[config.mk]
export PLATFORM = sky130hd
export DESIGN_NAME = shift_pipe_flat
export DESIGN_NICKNAME = d
export VERILOG_FILES = /design/src/rtl/shift_pipe_if.sv /design/src/rtl/shift_pipe.sv /design/src/flat_wrapper.sv
export SDC_FILE = /design/constraint.sdc
export NUM_CORES = 1
export LEC_CHECK = 0
export BUFFER_PORTS_ARGS = -buffer_cell sky130_fd_sc_hd__buf_2
export CORE_UTILIZATION = 55
export CTS_BUF_LIST = sky130_fd_sc_hd__clkbuf_8
export DETAILED_ROUTE_END_ITERATION = 7
export PLACE_DENSITY = 0.78
export SLEW_MARGIN = 20
export SYNTH_ARGS = -nofsm -noshare
export SYNTH_HDL_FRONTEND = slang
export SYNTH_SLANG_ARGS = --single-unit
[constraint.sdc]
create_clock -name clk -period 6.1 [get_ports clk]
set_input_delay 0.61 -clock clk [delete_from_list [all_inputs] [get_ports clk]]
set_output_delay 0.61 -clock clk [all_outputs]
set_load 0.005 [all_outputs]
[src/rtl/shift_pipe_if.sv]
// Valid/ready bus of the pipelined barrel shifter: operand beat in, result beat out.
// The master side drives operands and out_ready; the slave side is the shifter.
interface shift_pipe_if #(
   parameter int WIDTH = 32
) ();
   localparam int SHAMT_W = $clog2(WIDTH);

   logic               in_valid;
   logic               in_ready;
   logic [WIDTH-1:0]   num;
   logic [SHAMT_W-1:0] shifts;
   logic [1:0]         mode;
   logic               c_in;
   logic               out_valid;
   logic               out_ready;
   logic [WIDTH-1:0]   shifted;
   logic               c_out;
   logic               zero;

   modport master (
      output in_valid, num, shifts, mode, c_in, out_ready,
      input  in_ready, out_valid, shifted, c_out, zero
   );

   modport slave (
      input  in_valid, num, shifts, mode, c_in, out_ready,
      output in_ready, out_valid, shifted, c_out, zero
   );
endinterface

[src/rtl/shift_pipe.sv]
// Pipelined LSL/LSR/ASR/ROR barrel shifter with carry-out and zero flag.
// Stage k shifts by 2^k when its shift bit is set; one global stall freezes every stage.
module shift_pipe #(
   parameter int WIDTH = 32
) (
   input  logic        clk,
   input  logic        rst,
   shift_pipe_if.slave bus
);
   localparam int SHAMT_W = $clog2(WIDTH);

   typedef enum logic [1:0] {
      LSL = 2'b00,
      LSR = 2'b01,
      ASR = 2'b10,
      ROR = 2'b11
   } mode_e;

   // Index k is the input of stage k; index SHAMT_W is the output of the last stage.
   logic [SHAMT_W:0]   st_valid;
   logic [SHAMT_W:0]   st_carry;
   logic [WIDTH-1:0]   st_data  [SHAMT_W+1];
   logic [SHAMT_W-1:0] st_shamt [SHAMT_W+1];
   mode_e              st_mode  [SHAMT_W+1];

   logic               stall;
   logic [WIDTH-1:0]   last_data_d;
   logic               zero_q;

   assign st_valid[0] = bus.in_valid;
   assign st_data[0]  = bus.num;
   assign st_shamt[0] = bus.shifts;
   assign st_mode[0]  = mode_e'(bus.mode);
   assign st_carry[0] = bus.c_in;

   assign stall = st_valid[SHAMT_W] && !bus.out_ready;

   for (genvar k = 0; k < SHAMT_W; k++) begin : g_stage
      localparam int AMT = 1 << k;

      logic               valid_q;
      logic [WIDTH-1:0]   data_q, data_d;
      logic [SHAMT_W-1:0] shamt_q, shamt_d;
      mode_e              mode_q;
      logic               carry_q, carry_d;

      always_comb begin
         // NOTE: defaults come first so every path assigns data_d/carry_d and no latch is inferred.
         data_d  = st_data[k];
         carry_d = st_carry[k];
         shamt_d = st_shamt[k] >> 1;
         if (st_shamt[k][0]) begin
            unique case (st_mode[k])
               LSL: begin
                  data_d  = st_data[k] << AMT;
                  carry_d = st_data[k][WIDTH-AMT];
               end
               LSR: begin
                  data_d  = st_data[k] >> AMT;
                  carry_d = st_data[k][AMT-1];
               end
               ASR: begin
                  data_d  = $signed(st_data[k]) >>> AMT;
                  carry_d = st_data[k][AMT-1];
               end
               ROR: begin
                  data_d  = {st_data[k][AMT-1:0], st_data[k][WIDTH-1:AMT]};
                  carry_d = st_data[k][AMT-1];
               end
            endcase
         end
      end

      // Payload only loads with a valid beat, so bubbles never disturb the presented result.
      always_ff @(posedge clk or posedge rst) begin
         if (rst) begin
            // NOTE: payload registers are reset as well, because shifted must read 0 (not X) after reset.
            valid_q <= 1'b0;
            data_q  <= '0;
            shamt_q <= '0;
            mode_q  <= LSL;
            carry_q <= 1'b0;
         end else if (!stall) begin
            // NOTE: non-blocking assignment, so each stage captures its predecessor's pre-edge value.
            valid_q <= st_valid[k];
            if (st_valid[k]) begin
               data_q  <= data_d;
               shamt_q <= shamt_d;
               mode_q  <= st_mode[k];
               carry_q <= carry_d;
            end
         end
      end

      assign st_valid[k+1] = valid_q;
      assign st_data[k+1]  = data_q;
      assign st_shamt[k+1] = shamt_q;
      assign st_mode[k+1]  = mode_q;
      assign st_carry[k+1] = carry_q;

      if (k == SHAMT_W - 1) begin : g_last
         assign last_data_d = data_d;
      end
   end

   always_ff @(posedge clk or posedge rst) begin
      if (rst) begin
         zero_q <= 1'b0;
      end else if (!stall && st_valid[SHAMT_W-1]) begin
         zero_q <= (last_data_d == '0);
      end
   end

   assign bus.in_ready  = !stall;
   assign bus.out_valid = st_valid[SHAMT_W];
   assign bus.shifted   = st_data[SHAMT_W];
   assign bus.c_out     = st_carry[SHAMT_W];
   assign bus.zero      = zero_q;
endmodule
[src/flat_wrapper.sv]
// flat-port wrapper written by rule: the top's interface ports become plain ports
module shift_pipe_flat 
#(
   parameter int WIDTH = 32
)
  (clk, rst, bus_in_valid, bus_num, bus_shifts, bus_mode, bus_c_in, bus_out_ready, bus_in_ready, bus_out_valid, bus_shifted, bus_c_out, bus_zero);
  shift_pipe_if #(.WIDTH(WIDTH)) bus_i ();
  input  logic clk;
  input  logic rst;
  input wire logic [$bits(bus_i.in_valid)-1:0] bus_in_valid;
  input wire logic [$bits(bus_i.num)-1:0] bus_num;
  input wire logic [$bits(bus_i.shifts)-1:0] bus_shifts;
  input wire logic [$bits(bus_i.mode)-1:0] bus_mode;
  input wire logic [$bits(bus_i.c_in)-1:0] bus_c_in;
  input wire logic [$bits(bus_i.out_ready)-1:0] bus_out_ready;
  output wire logic [$bits(bus_i.in_ready)-1:0] bus_in_ready;
  output wire logic [$bits(bus_i.out_valid)-1:0] bus_out_valid;
  output wire logic [$bits(bus_i.shifted)-1:0] bus_shifted;
  output wire logic [$bits(bus_i.c_out)-1:0] bus_c_out;
  output wire logic [$bits(bus_i.zero)-1:0] bus_zero;
  assign bus_i.in_valid = bus_in_valid;
  assign bus_i.num = bus_num;
  assign bus_i.shifts = bus_shifts;
  assign bus_i.mode = bus_mode;
  assign bus_i.c_in = bus_c_in;
  assign bus_i.out_ready = bus_out_ready;
  assign bus_in_ready = bus_i.in_ready;
  assign bus_out_valid = bus_i.out_valid;
  assign bus_shifted = bus_i.shifted;
  assign bus_c_out = bus_i.c_out;
  assign bus_zero = bus_i.zero;
  shift_pipe #(.WIDTH(WIDTH)) u_core (.clk(clk), .rst(rst), .bus(bus_i));
endmodule
* Yosys cells after proc, flatten, opt, wreduce, memory -nomap -nowiden *
Cells that the tools add are included.

word-level totals
  output and inout port bits = 36
  bits of input ports = 44
  bits in registers = 189
  word-level logic and storage cells = 80

operators by class
  multiplexer cells = 20
  bitwise operators = 1
  eq/ne operators = 15
  reductions and logical operators = 20

operator list
  kind                                           number
  case mux 32 bit (4 select lines)               5
  two-way mux 32 bit                             5
  zero test 32 bit                               1
  == test 2 bit, second input constant           10
  OR reduction 3 bit                             5
  == test 2 x 1 -> 1 bit, second input constant  5
  zero test 2 bit                                5
  case mux 1 bit (2 select lines)                5
  AND reduction 2 bit                            5
  two-way mux 1 bit                              5
  logical AND 1 bit                              2
  zero test 1 bit                                2
  inverter 1 bit                                 1

* Logic depth before layout (Yosys ltp) *
Gate-level depths: netlist of the first run.

  depth after elaboration = 4
  mapped depth = 8
  depth with buffers taken out = 6

* Least setup slack after synthesis of the first run *
OpenSTA, ideal clock, no wires.

  kind = in2reg
  start point = input port bus_out_ready
  end point = register u_core.g_stage[2].mode_q[0]
  path buffers = 1
  data required time = 5.975 ns
  stages on the path = 5
  arrival time = 1.784 ns
  path slack = 4.191 ns
  setup time = 0.125 ns
  cell sequence = nor2b_1 -> inv_2 -> nand2_1 -> clkbuf_1 -> mux2_2

on the way
  word-level cells in the longest chain between the ends = 4

RTL lines
  item                           RTL line            RTL
  from (decl)                    flat_wrapper.sv:15  input wire logic [$bits(bus_i.out_ready)-1:0] bus_out_ready;
  zero test 1 bit                shift_pipe.sv:36    assign stall = st_valid[SHAMT_W] && !bus.out_ready;
  logical AND 1 bit              shift_pipe.sv:36
  inverter 1 bit (no line)       n/a
  AND reduction 2 bit (no line)  n/a
  to (signal assigned)           shift_pipe.sv:89    mode_q <= st_mode[k];
  to (decl)                      shift_pipe.sv:44    mode_e mode_q;

Every way passes these cells.
A chain may end at the register's enable or synchronous reset.

* Worst setup path after layout of the first run *
  start point = register u_core.g_stage[3].shamt_q[0]
  end point = register u_core.zero_q (netlist: u_core.bus.zero)

on the way
  word-level cells in the longest chain between the ends = 2

RTL lines
  item                    RTL line           RTL
  from (decl)             shift_pipe.sv:43   logic [SHAMT_W-1:0] shamt_q, shamt_d;
  from (signal assigned)  shift_pipe.sv:88   shamt_q <= shamt_d;
  two-way mux 32 bit      shift_pipe.sv:52   if (st_shamt[k][0]) begin
  zero test 32 bit        shift_pipe.sv:110  zero_q <= (last_data_d == '0);
  to (signal assigned)    shift_pipe.sv:110
  to (decl)               shift_pipe.sv:28   logic zero_q;

Every way passes these cells.

==> metrics.md, run 1 <==
| Metric | Value |
|---|---|
| Asr flop ratio synth | 1.000 |
| Cell taking the most area after synthesis | dfrtp_1 |
| Clk_lat worst skew | ~0.48 ns |
| Critical Path Sink Type | flop |
| Part of the power in combinational logic | 0.399 |
| Flop pwr share | 0.433 |
| Unique masters post-synth | 39 |
| CP arrival | 3.52 ns |
| Core ar. | ~0.018 mm² |
| Nets@finish | 1282 |
| Die Y | 136.9 µm |
| Area Growth Syn to Fin | 8.026% |
| Peak Freq | 0.3180 GHz |
| Die width | 136.9 µm |
| Mean post-synth cell area | 8.117 µm² |
| Total gr overflow | 0 |
| Data required, critical path | 6.48 ns |
| Largest net degree at the start of global routing | 76 |
| Synth area leaders | dfrtp_1 (47%), o21ai_0 (16%), nand2_1 (13%), mux2i_1 (3.9%), nand3_1 (3.9%) |
| Skew final | approximately 0.018 ns |
| Worst-margin pin slew | 1.021 ns |
| DR WL/cell | 15.32 µm |
| GRT Total Usage | 0.2570 |
| Worst Hold Class | in -> async |
| Initial Utilization | 0.5707 |
| Routability Congestion | 0.9234 |
| CTS tree | built |
| Peak supply drop | approximately 220 µV |
| Setup violations, final | 0 |
| Crit path kind | reg -> reg |
| First-pass GRT wire length | 37.56 mm |
| Reg2Reg Depth | 5 |
| Remaining antenna violation count | 0 |
| Input/output buffers | 79 |
| Clk sink count | roughly 190 |
| Boundary Pins | 80 |
| Initial DRC Count | 598 |
| Reg2Reg Launch Point | u_core.g_stage[3].shamt_q[0]$_DFFE_PP0P_ |
| Initial antenna violation count | 0 |
| Cts hold-fix bufs | 0 |
| Via Count | 8503 |
| Most common cell after layout, fill and taps aside | nand2_1 |
| Post-route minimum period | 3.145 ns |
| RSZ-0062 raised after global routing | false |
| Max Root-Sink Buffers | 2 |
| Seq/Total Area, Yosys | 0.4726 |
| Leakage power | 4.843 nW |
| Pins Over Slew Limit | 0 |
| CP max stage cell | dfrtp_1 |
| Clk slew on worst S/H paths | 0.10 ns |
| Synth warn | 0 |
| Fin. Hold Viols | 0 |
| Clock power share | 0.167 |
| Vias in the first global route | 7470 |
| CTS root buf | clkbuf_8 |
| Vias per cell | 5.765 |
| Die area | 0.01874 mm² |
| Critical path cell sequence | inv_1 > nor2_1 > a2111oi_0 > nand4_1 > o31ai_1 |
| Net Switching | 2.443 mW |
| Fin Setup TNS | 0 ns |
| Crit start category | flop |
| DRC viols | 0 |
| CP Launch Point | u_core.g_stage[3].shamt_q[0]$_DFFE_PP0P_ |
| Net Sw Frac | 0.4358 |
| H-tree levels | 4 |
| Slew headroom | 0.3166 |
| Post_cts resized | 0 |
| Number of synthesized flops with an enable pin | 0 |
| DRT Wirelength | 22.59 mm |
| # rows | 48 |
| Worst reg2reg setup slack | 2.96 ns |
| Most used DFF post-synth | dfrtp_1 |
| Diodes inserted | 0 |
| Number of synthesized register bits | around 190 |
| Number of fill cells | 1565 |
| Post-DP HPWL | around 16 mm |
| Most frequent cells in the layout | nand2_1 (330), o21ai_0 (312), dfrtp_1 (189) |
| Mapped Area | 0.01001 mm² |
| Drt pass-1 iters | 5 |
| Pre-CTS setup slack | between 3 and 4 ns |
| Max Cap Viol | 0 |
| # Post-CTS Setup Buffers | 0 |
| Multi-input logic area | 0.004842 mm² |
| Final worst slack | 2.955 ns |
| Share of cells above drive strength 1 | 0.1232 |
| CP max stage delay | 1.00 ns |
| CP Max Fanout | 36 |
| Syn_nets | 1277 |
| Mapped Cells | 1233 |
| CTS buffer count | 17 |
| Area share of the largest cell type after synthesis | 0.4726 |
| Hold_ws | 0.2121 ns |
| Total power divided by cell area | 518.6 mW/mm² |
| R2R Path End | u_core.bus.zero$_DFFE_PP0P_ |
| Status | finished clean |
| Cell-internal power | ~3.2 mW |
| Tcrit/Tclk final | 0.5156 |
| Storage cell area | 0.004730 mm² |
[flip-flops by register name, summed over array words and instances (netlist names)]
name,flops
u_core.bus.c_out,1
u_core.g_stage.data_q,128
u_core.bus.out_valid,1
u_core.g_stage.carry_q,4
u_core.bus.shifted,32
u_core.g_stage.mode_q,8
u_core.g_stage.shamt_q,10
u_core.bus.zero,1
u_core.g_stage.valid_q,4
[power groups by stage]
stage / logic (mW) / clock network [mW] / registers (mW)
global route: 2.58 / 1.00 / 2.50
floorplan: 1.89 / 0 / 2.15
global placement: 2.17 / 0 / 2.43
CTS: 2.25 / 0.957 / 2.42
finish: 2.24 / 0.938 / 2.43
detailed placement: 2.24 / 0 / 2.45
[worst max-delay path, delay by kind of cell (launching register included)]
kind | cells | cell delay (ns)
flip-flops | 1 | 1.00
buffers and inverters | 1 | 0.60
AO/OA/AOI/OAI | 2 | 0.35
AND/OR/NAND/NOR | 2 | 1.09
[cell families (layout without fill, tap and decap cells)]
| group | after synthesis | in the layout | synth area share |
|---|---|---|---|
| muxes | 60 | 60 | 0.06263 |
| DFF | 189 | 189 | 0.4726 |
| xor gates and xnor gates | 1 | 1 | 0.001626 |
| buffers and inverters | 112 | 129 | 0.04563 |
| AOI/OAI and AO/OA | 392 | 392 | 0.2134 |
| and+or+nand+nor | 479 | 479 | 0.2042 |
[layout make-up]
class | count | share of cell area
multi-input combinational | 932 | 0.4479
sequential | 189 | 0.4375
timing repair buffer | 89 | 0.04351
tap | 225 | 0.02604
clock buffer | 17 | 0.02164
clock inverter | 14 | 0.01991
inverter | 9 | 0.003588
[cells in the mapped netlist, drive strengths merged (2+ instances only)]
| library cell | number |
|---|---|
| a31oi | 17 |
| clkbuf | 84 |
| and2 | 7 |
| nor2 | 12 |
| or2 | 3 |
| a311oi | 10 |
| o211ai | 15 |
| mux2 | 21 |
| buf | 19 |
| a221o | 2 |
| inv | 9 |
| mux2i | 39 |
| o21ai | 312 |
| nand3 | 77 |
| nand2b | 3 |
| a21oi | 10 |
| dfrtp | 189 |
| nor3 | 3 |
| a22oi | 15 |
| o22ai | 4 |
| nand3b | 3 |
| nor4 | 4 |
| nand2 | 334 |
| nor2b | 25 |
| a2111oi | 2 |
| nand4 | 6 |
[metal layers]
metal | wire length [µm] | part of all wire | vias up | GRT usage
met5 | 0 | 0 | - | 0
met4 | 671 | 0.030 | 0 | 0.1087
met3 | 793 | 0.035 | 47 | 0.03778
met2 | 10930 | 0.48 | 221 | 0.4301
met1 | 10190 | 0.45 | 3950 | 0.3334
li1 | - | - | 4285 | -
[metrics by stage]
| stage | utilization | total power, mW | cell area [µm²] | cells |
|---|---|---|---|---|
| after global routing | 0.6165 | 6.087 | 10810 | 1475 |
| after detailed placement | 0.5905 | 4.685 | 10350 | 1444 |
| after floorplan | - | 4.036 | 10010 | 1233 |
| after CTS | 0.6161 | 5.622 | 10800 | 1475 |
| final | 0.6165 | 5.607 | 10810 | 1475 |
| after global placement | 0.5905 | 4.593 | 10350 | 1444 |
[worst max path at each step]
stage	end	slack, ns	cells past startpoint
after global routing	u_core.bus.zero$_DFFE_PP0P_	2.73	5
after detailed placement	u_core.bus.zero$_DFFE_PP0P_	3.02	5
final	u_core.bus.zero$_DFFE_PP0P_	2.96	5
after global placement	u_core.bus.zero$_DFFE_PP0P_	3.10	5
after CTS	u_core.bus.zero$_DFFE_PP0P_	3.04	5
after floorplan	u_core.bus.c_out$_DFFE_PP0P_	0.35	1
(Power assumes the default switching activity.)
==> inputs of run 2 (changes only) <==
--- a/config.mk
+++ b/config.mk
@@ -9,7 +9,7 @@
 export CORE_UTILIZATION = 55
 export CTS_BUF_LIST = sky130_fd_sc_hd__clkbuf_8
 export DETAILED_ROUTE_END_ITERATION = 7
-export PLACE_DENSITY = 0.78
+export PLACE_DENSITY = 0.75
 export SLEW_MARGIN = 20
 export SYNTH_ARGS = -nofsm -noshare
 export SYNTH_HDL_FRONTEND = slang
==> constraint.sdc (replaced) <==
create_clock -name clk -period 3.2 [get_ports clk]
set_input_delay 0.32 -clock clk [delete_from_list [all_inputs] [get_ports clk]]
set_output_delay 0.32 -clock clk [all_outputs]
set_load 0.005 [all_outputs]
==> run 2 against run 1 <==
  * Hold slack worse by 0.15 ns
  * Register-to-register slack got worse by 2.0 ns
  * Core utilization up 0.53 points
  * Global-route usage rose by 0.91 points
  * Clock skew down 0.0037 ns
  * Sequential share of layout area is 0.37 points lower
  * Combinational power increased by 96%
  * Sequential power up 92%
  * Critical endpoint unchanged
==> metrics.md, run 2 (synthesis results as in run 1) <==
| Metric | Value |
|---|---|
| Initial Utilization | 0.5707 (unchanged) |
| H-tree levels | 4 (unchanged) |
| Hold Path Origin | bus_shifts[1] |
| CP max stage delay | 0.61 ns (-0.39 ns) |
| Multi-input logic area | 0.004835 mm² (-0.15%) |
| RSZ-0062 raised after global routing | false |
| Via Count | 8547 (+0.52%) |
| Final worst slack | 0.9942 ns (-1.961 ns) |
| Remaining antenna violation count | 0 (unchanged) |
| Tcrit/Tclk final | 0.6893 (+0.1737) |
| Die Y | 136.9 µm (unchanged) |
| Initial DRC Count | 623 (+4.2%) |
| Worst Hold Class | in -> reg |
| Slew headroom | 0.3421 (+0.02553) |
| CP max stage cell | a2111oi_0 |
| Fin. Hold Viols | 0 (unchanged) |
| Post-DP HPWL | 16.73 mm (+3.3%) |
| Delay-heaviest family, CP | compound AO/OA/AOI/OAI gates |
| Pins Over Slew Limit | 0 (unchanged) |
| CTS tree | built |
| Setup violations, final | 0 (unchanged) |
| DRT Wirelength | 23.24 mm (+2.9%) |
| First-pass GRT wire length | 38.36 mm (+2.2%) |
| Worst reg2reg setup slack | 0.99 ns (-1.96 ns) |
| Boundary Pins | 80 (unchanged) |
| Post_cts resized | 0 (unchanged) |
| Dpl cells | 1456 (+0.83%) |
| Post-route minimum period | 2.206 ns (-0.9391 ns) |
| Skew final | 0.01476 ns (-0.003725 ns) |
| Critical path depth | 6 (+1) |
| Peak Freq | 0.4534 GHz (+43%) |
| Critical Path Sink Type | flop |
| Number of fill cells | 1530 (-2.2%) |
| Vias in the first global route | 7490 (+0.27%) |
| Most common cell after layout, fill and taps aside | nand2_1 |
| Drt pass-1 iters | 5 (unchanged) |
| Critical path cell sequence | inv_1 > buf_4 > a22o_1 > a2111oi_0 > nand4_1 > o31ai_1 |
| Pre-CTS setup slack | 1.138 ns (-1.885 ns) |
| Largest net degree at the start of global routing | 81 (+6.6%) |
| Hold EP | u_core.g_stage[0].shamt_q[0]$_DFFE_PP0P_ |
| Largest Register | u_core.g_stage.data_q |
| Core ar. | 0.01754 mm² (unchanged) |
| CTS buffer count | 17 (unchanged) |
| Leakage power | 4.903 nW (+1.2%) |
| Diodes inserted | 0 (unchanged) |
| Die area | 0.01874 mm² (unchanged) |
| Clk_lat worst skew | 0.48 ns (about the same) |
| Vias per cell | 5.740 (-0.43%) |
| Max Cap Viol | 0 (unchanged) |
| DRC viols | 0 (unchanged) |
| Fin Setup TNS | 0 ns (unchanged) |
| Hold_ws | 0.06329 ns (-0.1488 ns) |
| Placed cell area | 0.01047 mm² (+1.1%) |
| # rows | 48 (unchanged) |
| CP Max Fanout | 20 (-44%) |
| Routability Congestion | 0.8702 (-5.8%) |
| CTS root buf | clkbuf_8 |
| Initial antenna violation count | 0 (unchanged) |
| Most frequent cells in the layout | nand2_1 (330), o21ai_0 (312), dfrtp_1 (189) |
| GRT Total Usage | 0.2661 (+0.009061) |
| Reg2Reg Launch Point | u_core.g_stage[3].shamt_q[0]$_DFFE_PP0P_ |
| Crit start category | flop |
| Clk sink count | 189 (unchanged) |
| Total gr overflow | 0 (unchanged) |
| Max reg flops | 128 (unchanged) |
| Max Root-Sink Buffers | 2 (unchanged) |
| Non-Filler Instances | 1489 (+0.95%) |
| R2R Path End | u_core.bus.zero$_DFFE_PP0P_ |
| Input/output buffers | 79 (unchanged) |
| Worst-margin pin slew | 0.9868 ns (-0.03451 ns) |
| Nets@finish | 1295 (+1.0%) |
| Storage cell area | 0.004730 mm² (unchanged) |
| DR WL/cell | 15.61 µm (+1.9%) |
| CP arrival | 2.60 ns (-0.92 ns) |
| Peak supply drop | 484.6 µV (+120%) |
| Hold Path Stages | 2 |
| Core Util, Final | 0.6218 (+0.005279) |
| Data required, critical path | 3.60 ns (-2.88 ns) |
| Status | finished clean |
| CP Buf/Inv Count | 2 (+1) |
| Clk slew on worst S/H paths | 0.09 ns (about the same) |
| Non-Filler Cell Area, Final | 0.01090 mm² (+0.86%) |
| Share of cells above drive strength 1 | 0.1313 (+0.008129) |
| Reg2Reg Depth | 6 (+1) |
| Area Growth Syn to Fin | 8.951% |
| Die width | 136.9 µm (unchanged) |
| Power, Total | 10.74 mW (+92%) |
| Crit path kind | reg -> reg |
| Total power divided by cell area | 984.8 mW/mm² (+90%) |
## run 2: cell count changes in the layout (fill, tap and decap cells not counted), sizes merged
cell	before	now
buf	89	101
clkinv	1	4
bufinv	5	3
dlygate4sd3	0	1
inv	13	11
clkbuf	17	19
## run 2: timing repair
action / 4_1_cts / 5_1_grt
buffers inserted: 0 / 0
hold buffers: 1 / 0
hold endpoints to repair: 33 / 0
## run 2: cell type report
cell class                 instances  area share
clock buffer                      19     0.02398
clock inverter                    13     0.01503
sequential                       189      0.4337
timing repair buffer             102     0.05462
tap                              225     0.02582
inverter                           9    0.003442
multi-input combinational        932      0.4434
## run 2: report_power, final
group / switching (mW) / internal [mW] / total [mW]
combinational: 2.62 / 1.78 / 4.40
sequential: 1.26 / 3.40 / 4.66
clock: 0.862 / 0.817 / 1.68
## run 2: worst max path at each step
stage / from / endpoint / slack, ns
after floorplan: rst / u_core.bus.c_out$_DFFE_PP0P_ / 0.45
after global placement: u_core.g_stage[3].shamt_q[0]$_DFFE_PP0P_ / u_core.bus.zero$_DFFE_PP0P_ / 1.15
after detailed placement: bus_out_ready / u_core.g_stage[0].data_q[12]$_DFFE_PP0P_ / 1.14
after CTS: u_core.g_stage[3].shamt_q[0]$_DFFE_PP0P_ / u_core.bus.zero$_DFFE_PP0P_ / 1.11
after global routing: u_core.g_stage[3].shamt_q[0]$_DFFE_PP0P_ / u_core.bus.zero$_DFFE_PP0P_ / 0.79
final: u_core.g_stage[3].shamt_q[0]$_DFFE_PP0P_ / u_core.bus.zero$_DFFE_PP0P_ / 0.99
## run 2: per-layer routing
| layer | part of all wire | vias up | global-route usage |
|---|---|---|---|
| li1 | - | 4312 | - |
| met1 | 0.44 | 3949 | 0.3348 |
| met2 | 0.49 | 230 | 0.4495 |
| met3 | 0.036 | 56 | 0.04111 |
| met4 | 0.035 | 0 | 0.1264 |
| met5 | 0 | - | 0 |
